===== config.mk =====
export PLATFORM = sky130hd
export DESIGN_NAME = sys_bus_initiator_flat
export DESIGN_NICKNAME = d
export VERILOG_FILES = /design/src/rtl/sys_bus_pkg.sv /design/src/rtl/sys_bus_initiator_if.sv /design/src/rtl/sys_bus_initiator.sv /design/src/flat_wrapper.sv
export SDC_FILE = /design/constraint.sdc
export NUM_CORES = 1
export LEC_CHECK = 0
export ABC_AREA = 1
export CAP_MARGIN = 40
export CORE_MARGIN = 3
export CORE_UTILIZATION = 45
export DETAILED_ROUTE_END_ITERATION = 12
export DONT_BUFFER_PORTS = 1
export PLACE_DENSITY = 0.58
export SKIP_CTS_REPAIR_TIMING = 1
export SYNTH_ARGS = -nofsm -noshare
export SYNTH_HDL_FRONTEND = slang
export SYNTH_SLANG_ARGS = --single-unit

===== constraint.sdc =====
create_clock -name clk -period 1.9 [get_ports clk]
set_input_delay 0.19 -clock clk [delete_from_list [all_inputs] [get_ports clk]]
set_output_delay 0.19 -clock clk [all_outputs]
set_load 0.005 [all_outputs]

===== src/rtl/sys_bus_pkg.sv =====
// Shared system-bus definitions: response status encodings used by the
// initiator, the slave register blocks and their benches.
package sys_bus_pkg;

  typedef enum logic [1:0] {
    STS_OK  = 2'b00,
    STS_ERR = 2'b01,
    STS_TMO = 2'b10
  } sys_bus_sts_t;

  localparam logic [1:0] SYS_STS_OK  = 2'b00;
  localparam logic [1:0] SYS_STS_ERR = 2'b01;
  localparam logic [1:0] SYS_STS_TMO = 2'b10;

endpackage


===== src/rtl/sys_bus_initiator_if.sv =====
// Command, response and system-bus signal bundle for the bus initiator.
// master = initiator view, slave = producer/bus-slave/bench view.
interface sys_bus_initiator_if #(
  parameter int DW = 32,
  parameter int AW = 32
) ();
  import sys_bus_pkg::*;

  logic          cmd_vld;
  logic          cmd_rdy;
  logic          cmd_wr;
  logic [AW-1:0] cmd_addr;
  logic [DW-1:0] cmd_wdata;

  logic          rsp_vld;
  logic          rsp_rdy;
  logic [DW-1:0] rsp_rdata;
  sys_bus_sts_t  rsp_sts;

  logic          sys_wen;
  logic          sys_ren;
  logic [AW-1:0] sys_addr;
  logic [DW-1:0] sys_wdata;
  logic [DW-1:0] sys_rdata;
  logic          sys_ack;
  logic          sys_err;

  modport master (
    input  cmd_vld, cmd_wr, cmd_addr, cmd_wdata, rsp_rdy,
           sys_rdata, sys_ack, sys_err,
    output cmd_rdy, rsp_vld, rsp_rdata, rsp_sts,
           sys_wen, sys_ren, sys_addr, sys_wdata
  );

  modport slave (
    output cmd_vld, cmd_wr, cmd_addr, cmd_wdata, rsp_rdy,
           sys_rdata, sys_ack, sys_err,
    input  cmd_rdy, rsp_vld, rsp_rdata, rsp_sts,
           sys_wen, sys_ren, sys_addr, sys_wdata
  );

endinterface


===== src/rtl/sys_bus_initiator.sv =====
// System-bus initiator: one command at a time, single-cycle wen/ren request,
// waits for ack/err or timeout, returns status and read data.
//
// state | meaning
// IDLE  | cmd_rdy high, waiting for a command
// REQ   | wen/ren pulse cycle; same-cycle ack/err is captured here
// WAIT  | waiting for ack/err, timeout counter running
// RESP  | response held on rsp_* until rsp_rdy
module sys_bus_initiator
  import sys_bus_pkg::*;
#(
  parameter int DW      = 32,
  parameter int AW      = 32,
  parameter int TOW     = 8,
  parameter int TIMEOUT = 255
) (
  input  logic                clk,
  input  logic                rstn,
  sys_bus_initiator_if.master bus,
  output logic                busy
);

  typedef enum logic [1:0] {IDLE, REQ, WAIT, RESP} state_t;

  state_t         state;
  logic [TOW-1:0] tmo_cnt;
  logic           wr_q;

  sys_bus_sts_t   cap_sts;
  logic [DW-1:0]  cap_rdata;
  logic           bus_done;

  // Response capture value when the slave answers: error wins, writes return 0.
  always_comb begin
    bus_done  = bus.sys_ack | bus.sys_err;
    cap_sts   = bus.sys_err ? STS_ERR : STS_OK;
    cap_rdata = wr_q ? {DW{1'b0}} : bus.sys_rdata;
  end

  // Sequencer: state, timeout counter and all registered outputs.
  // The counter holds the number of WAIT cycles including the current one,
  // so the compare hits TIMEOUT on the last WAIT cycle and a same-cycle ack
  // still takes precedence over the timeout.
  always_ff @(posedge clk or negedge rstn) begin
    if (!rstn) begin
      state         <= IDLE;
      tmo_cnt       <= '0;
      wr_q          <= 1'b0;
      busy          <= 1'b0;
      bus.cmd_rdy   <= 1'b0;
      bus.rsp_vld   <= 1'b0;
      bus.rsp_rdata <= {DW{1'b0}};
      bus.rsp_sts   <= STS_OK;
      bus.sys_wen   <= 1'b0;
      bus.sys_ren   <= 1'b0;
      bus.sys_addr  <= {AW{1'b0}};
      bus.sys_wdata <= {DW{1'b0}};
    end else begin
      case (state)
        IDLE: begin
          bus.cmd_rdy <= 1'b1;
          if (bus.cmd_vld && bus.cmd_rdy) begin
            bus.cmd_rdy   <= 1'b0;
            busy          <= 1'b1;
            wr_q          <= bus.cmd_wr;
            bus.sys_wen   <= bus.cmd_wr;
            bus.sys_ren   <= ~bus.cmd_wr;
            bus.sys_addr  <= bus.cmd_addr;
            bus.sys_wdata <= bus.cmd_wdata;
            state         <= REQ;
          end
        end
        REQ: begin
          bus.sys_wen <= 1'b0;
          bus.sys_ren <= 1'b0;
          tmo_cnt     <= TOW'(1);
          if (bus_done) begin
            bus.rsp_sts   <= cap_sts;
            bus.rsp_rdata <= cap_rdata;
            bus.rsp_vld   <= 1'b1;
            state         <= RESP;
          end else begin
            state <= WAIT;
          end
        end
        WAIT: begin
          if (bus_done) begin
            bus.rsp_sts   <= cap_sts;
            bus.rsp_rdata <= cap_rdata;
            bus.rsp_vld   <= 1'b1;
            state         <= RESP;
          end else if (TIMEOUT != 0 && tmo_cnt == TOW'(TIMEOUT)) begin
            bus.rsp_sts   <= STS_TMO;
            bus.rsp_rdata <= {DW{1'b0}};
            bus.rsp_vld   <= 1'b1;
            state         <= RESP;
          end else begin
            tmo_cnt <= tmo_cnt + 1'b1;
          end
        end
        RESP: begin
          if (bus.rsp_rdy) begin
            bus.rsp_vld <= 1'b0;
            bus.cmd_rdy <= 1'b1;
            busy        <= 1'b0;
            state       <= IDLE;
          end
        end
        default: state <= IDLE;
      endcase
    end
  end

endmodule

===== src/flat_wrapper.sv =====
// flat-port wrapper written by rule: the top's interface ports become plain ports
module sys_bus_initiator_flat import sys_bus_pkg::*;
#(
  parameter int DW      = 32,
  parameter int AW      = 32,
  parameter int TOW     = 8,
  parameter int TIMEOUT = 255
)
  (clk, rstn, busy, bus_cmd_vld, bus_cmd_wr, bus_cmd_addr, bus_cmd_wdata, bus_rsp_rdy, bus_sys_rdata, bus_sys_ack, bus_sys_err, bus_cmd_rdy, bus_rsp_vld, bus_rsp_rdata, bus_rsp_sts, bus_sys_wen, bus_sys_ren, bus_sys_addr, bus_sys_wdata);
  sys_bus_initiator_if #(.DW(DW), .AW(AW)) bus_i ();
  input  logic clk;
  input  logic rstn;
  output logic busy;
  input wire logic [$bits(bus_i.cmd_vld)-1:0] bus_cmd_vld;
  input wire logic [$bits(bus_i.cmd_wr)-1:0] bus_cmd_wr;
  input wire logic [$bits(bus_i.cmd_addr)-1:0] bus_cmd_addr;
  input wire logic [$bits(bus_i.cmd_wdata)-1:0] bus_cmd_wdata;
  input wire logic [$bits(bus_i.rsp_rdy)-1:0] bus_rsp_rdy;
  input wire logic [$bits(bus_i.sys_rdata)-1:0] bus_sys_rdata;
  input wire logic [$bits(bus_i.sys_ack)-1:0] bus_sys_ack;
  input wire logic [$bits(bus_i.sys_err)-1:0] bus_sys_err;
  output wire logic [$bits(bus_i.cmd_rdy)-1:0] bus_cmd_rdy;
  output wire logic [$bits(bus_i.rsp_vld)-1:0] bus_rsp_vld;
  output wire logic [$bits(bus_i.rsp_rdata)-1:0] bus_rsp_rdata;
  output wire logic [$bits(bus_i.rsp_sts)-1:0] bus_rsp_sts;
  output wire logic [$bits(bus_i.sys_wen)-1:0] bus_sys_wen;
  output wire logic [$bits(bus_i.sys_ren)-1:0] bus_sys_ren;
  output wire logic [$bits(bus_i.sys_addr)-1:0] bus_sys_addr;
  output wire logic [$bits(bus_i.sys_wdata)-1:0] bus_sys_wdata;
  assign bus_i.cmd_vld = bus_cmd_vld;
  assign bus_i.cmd_wr = bus_cmd_wr;
  assign bus_i.cmd_addr = bus_cmd_addr;
  assign bus_i.cmd_wdata = bus_cmd_wdata;
  assign bus_i.rsp_rdy = bus_rsp_rdy;
  assign bus_i.sys_rdata = bus_sys_rdata;
  assign bus_i.sys_ack = bus_sys_ack;
  assign bus_i.sys_err = bus_sys_err;
  assign bus_cmd_rdy = bus_i.cmd_rdy;
  assign bus_rsp_vld = bus_i.rsp_vld;
  assign bus_rsp_rdata = bus_i.rsp_rdata;
  assign bus_rsp_sts = bus_i.rsp_sts;
  assign bus_sys_wen = bus_i.sys_wen;
  assign bus_sys_ren = bus_i.sys_ren;
  assign bus_sys_addr = bus_i.sys_addr;
  assign bus_sys_wdata = bus_i.sys_wdata;
  sys_bus_initiator #(.DW(DW), .AW(AW), .TOW(TOW), .TIMEOUT(TIMEOUT)) u_core (.clk(clk), .rstn(rstn), .bus(bus_i), .busy(busy));
endmodule

==> impl_results.rst <==
.. list-table::
   :header-rows: 1

   * - Metric
     - Value
   * - Slew @ Worst Pin
     - 0.399 ns
   * - GR Overflow Total
     - 0
   * - Later-pin clock latency in the skew report
     - 0.41 ns
   * - Capturing element type of the critical path
     - register
   * - Fin nets
     - about 790
   * - Standard-cell row count
     - 38
   * - Clock Pin Slew Worst Setup and Hold Paths
     - about 0.050 ns
   * - Routability congestion estimate from global placement
     - slightly above 0.8
   * - Master of the slowest instance on the critical path
     - sky130_fd_sc_hd__ha_1
   * - Outcome
     - finished with violations
   * - Fin Clk Skew
     - approximately 0.0098 ns
   * - CTS tree
     - yes
   * - Vias after detailed routing
     - 4,392
   * - Layout filler cell count
     - roughly 940
   * - Final Setup Violations
     - 0
   * - IO buf count
     - 0
   * - Required time worst endpoint
     - 2.18 ns
   * - Met1 global-route usage
     - 24.5%
   * - Sink Count
     - around 110
   * - Starting Density
     - around 47%
   * - Synth warnings
     - 0
   * - Tot Pwr
     - roughly 0.011 W
   * - Sum of routed wire length over all layers
     - 13,400 um
   * - Full die area
     - approximately 13,000 um2
   * - Mean cell area of the mapped netlist
     - between 8 and 9 um2
   * - Remaining antenna violation count
     - 0
   * - Gate count of the mapped netlist
     - ~630
   * - Worst Path Class, Setup
     - register to register
   * - Final critical-path share of the clock period
     - between 80% and 90%
   * - Post-synthesis instance area
     - 5090 um2
   * - Peak supply drop
     - approximately 0.73 mV
   * - Final Instance Area
     - approximately 6500 um2
   * - Die H
     - between 100 and 150 um
   * - Class of the tightest hold or removal check
     - input pin to asynchronous set/reset pin
   * - CTS H-Tree Depth
     - 4
   * - Width of the chip
     - approximately 110 um
   * - Worst path depth
     - 5
   * - Global-route usage over all layers
     - about a fifth
   * - Buffers plus inverters on the worst setup path
     - 1
   * - Data arrival, critical path
     - approximately 2.0 ns
   * - Number of max-slew violations in the final report
     - 0
   * - Via-to-Cell Ratio
     - 5.24
   * - Cell repeated most along the worst path
     - sky130_fd_sc_hd__nand2_1
   * - Busiest grt layer
     - met2
   * - Maximum clock insertion buffer count
     - 2
   * - Biggest area contributors in the synthesized netlist
     - sky130_fd_sc_hd__dfrtp_1 (56%), sky130_fd_sc_hd__nand2_1 (25%), sky130_fd_sc_hd__nand4_1 (4.5%)
   * - Cell type with the highest aggregate area in the netlist
     - sky130_fd_sc_hd__dfrtp_1
   * - TritonRoute pass-1 iters
     - 5
   * - Maximum number of pins on one net before global-route repair
     - approximately 120
   * - DP Area
     - 5220 um2
   * - Delay-heaviest family, CP
     - simple AND/OR/NAND/NOR gates
   * - Antenna diode count
     - 0
   * - Wire per inst
     - about 16 um
   * - Power share of the clock group
     - approximately 30%
   * - Hold violation count in the final report
     - ~110
   * - TritonCTS buffer count
     - 17
   * - Root buffer cell
     - sky130_fd_sc_hd__clkbuf_16
   * - Detailed Place HPWL
     - ~8100 um
   * - Max Fclk
     - approximately 590 MHz
   * - Power spent charging and discharging nets
     - roughly 0.0043 W
   * - Violations in the final reports
     - negative hold slack
   * - Worst Hold Margin
     - -0.519 ns
   * - Seq/Total Area, Yosys
     - ~56%
   * - Signed area change from the synthesized netlist to the final layout
     - 27.6%
   * - Post-route DRC violation count
     - 0
   * - Cell internal power dissipation
     - 0.00678 W
   * - Maximum net fanout on the critical path
     - 34
   * - Synthesized Nets
     - 735
   * - Proportion of total power due to net switching
     - 38.8%
   * - First-pass GRT wire length
     - 19,900 um
   * - Antenna violations before repair
     - 0
   * - Proportion of layout cells with a drive suffix above 1
     - just over 8%
   * - Global routing usage on met2
     - between 30% and 40%
   * - Post-Route Setup TNS
     - 0 ns
   * - Minimum clock period
     - roughly 1.7 ns
   * - Crit path cell chain
     - inv_1 -> ha_1 -> nand3_4 -> nand2_1 -> nand2_1
   * - Post-synthesis register bit count
     - between 100 and 150
   * - Maximum Capacitance Violations
     - 0
   * - Via count of the first global-routing pass
     - 3,956
   * - Number of distinct library cell variants in the gate-level netlist after synthesis
     - 24
   * - Leak pwr
     - 3.34 nW
   * - Slew margin rel.
     - ~73%
   * - First DRT Iteration DRCs
     - ~370
   * - Power density relative to cell area
     - around 1700 nW/um2
   * - Fraction of synthesized cell area taken by the top area cell type
     - between 50% and 60%
   * - Kind of launch point of the worst setup path
     - register
   * - Placeable Area
     - roughly 11,000 um2
   * - Cell depth of the worst flop-to-flop path
     - 5
   * - I/O pins
     - between 200 and 250
   * - Share of power burned in combinational logic
     - 30.9%
   * - Setup repair after global routing missed its margin
     - no
   * - Sequential Power Share
     - between 30% and 40%
   * - Met3 layer usage reported by global route
     - between 8 and 9%
   * - Maximum single-stage delay on the critical path
     - around 0.44 ns
-- power groups by stage --
stage                     registers [W]  logic [W]  clock network, W
after CTS                       0.00439    0.00330           0.00335
final                           0.00438    0.00342           0.00328
after global placement          0.00440    0.00317                 0
after global routing            0.00450    0.00397           0.00346
after detailed placement        0.00440    0.00330                 0
after floorplan                 0.00410    0.00266                 0
-- stage by stage --
stage | instances | setup slack (ns) | utilization, %
4_1_cts | 772 | 0.201 | 53.4
2_1_floorplan | 627 | 0.369 | -
5_1_grt | 838 | 0.00711 | 59.4
6_report | 838 | 0.206 | 59.4
3_3_place_gp | 740 | 0.253 | 47.7
3_5_place_dp | 740 | 0.198 | 47.7
-- state kept, by name, summed over array words and instances (netlist names), 2 cells and up --
| register | flops |
|---|---|
| u_core.bus.sys_wdata | 32 |
| u_core.bus.rsp_sts | 2 |
| u_core.bus.rsp_rdata | 32 |
| u_core.bus.sys_addr | 32 |
| u_core.state | 2 |
| u_core.tmo_cnt | 8 |
-- path summary, 6_finish.rpt --
check / to / startpoint / slack, ns
worst max-delay path: u_core.bus.rsp_rdata[12] / u_core.state[0] / 0.21
worst min-delay path: u_core.bus.rsp_rdata[9] / rstn / -0.52
worst max register to register: u_core.bus.rsp_rdata[12] / u_core.state[0] / 0.21
worst min register to register: u_core.bus.rsp_rdata[30] / u_core.bus.rsp_rdata[30] / 0.51
max in group asynchronous: u_core.bus.sys_wdata[30] / rstn / 2.29
min in group clk: u_core.bus.rsp_rdata[3] / bus_sys_rdata[3] / 0.03
-- synthesized netlist by cell type --
library cell / instances
sky130_fd_sc_hd__a21oi_1: 36
sky130_fd_sc_hd__a22oi_1: 1
sky130_fd_sc_hd__buf_1: 5
sky130_fd_sc_hd__buf_2: 15
sky130_fd_sc_hd__buf_6: 2
sky130_fd_sc_hd__clkbuf_1: 17
sky130_fd_sc_hd__dfrtp_1: 114
sky130_fd_sc_hd__ha_1: 5
sky130_fd_sc_hd__inv_1: 13
sky130_fd_sc_hd__inv_2: 1
sky130_fd_sc_hd__nand2_1: 336
sky130_fd_sc_hd__nand2_2: 3
sky130_fd_sc_hd__nand2_4: 1
sky130_fd_sc_hd__nand3_1: 7
sky130_fd_sc_hd__nand3_2: 1
sky130_fd_sc_hd__nand3_4: 1
sky130_fd_sc_hd__nand3b_1: 1
sky130_fd_sc_hd__nand4_1: 37
sky130_fd_sc_hd__nor2_1: 12
sky130_fd_sc_hd__nor2_4: 3
sky130_fd_sc_hd__o21ai_0: 13
sky130_fd_sc_hd__o21bai_1: 1
sky130_fd_sc_hd__o31ai_1: 1
sky130_fd_sc_hd__or2_2: 1
-- area by class of cell --
cell class              instances  area [um2]  area share (%)
repair buffers                 78         788            12.1
clock inverters                14         178            2.73
flip-flops and latches        114        2850            43.9
clock buffers                  18         439            6.76
multi-input cells             460        2010            31.0
inverters                      14        52.6           0.809
well taps                     140         175            2.70
-- cell usage in the layout (no fill, tap or decap), types with 2 or more instances in the layout --
cell type and count:
sky130_fd_sc_hd__nand2_1 336, sky130_fd_sc_hd__buf_4 9, sky130_fd_sc_hd__inv_6 4, sky130_fd_sc_hd__nand3_1 6, sky130_fd_sc_hd__a21oi_1 36, sky130_fd_sc_hd__dfrtp_1 114
sky130_fd_sc_hd__o21ai_0 13, sky130_fd_sc_hd__dlygate4sd3_1 66, sky130_fd_sc_hd__buf_12 3, sky130_fd_sc_hd__clkbuf_16 17, sky130_fd_sc_hd__inv_2 2, sky130_fd_sc_hd__ha_1 5
sky130_fd_sc_hd__clkinv_4 4, sky130_fd_sc_hd__nor2_4 3, sky130_fd_sc_hd__nor2_1 12, sky130_fd_sc_hd__nand2_2 3, sky130_fd_sc_hd__bufinv_16 3, sky130_fd_sc_hd__nand3_2 2
sky130_fd_sc_hd__nand4_1 37, sky130_fd_sc_hd__inv_1 12, sky130_fd_sc_hd__clkinv_2 2
-- metal layers --
layer	up-vias	routed length, um
met2	192	6600
met5	-	0
li1	2121	-
met1	2056	5320
met3	23	1210
met4	0	279
-- cell families after synthesis --
logic type                 synth area share [%]
and+or+nand+nor                            32.9
adders and majority gates                  1.23
buffers and inverters                      4.57
AOI/OAI and AO/OA                          5.26
DFF                                        56.0
Note: power is estimated with default switching activity, not from simulation.
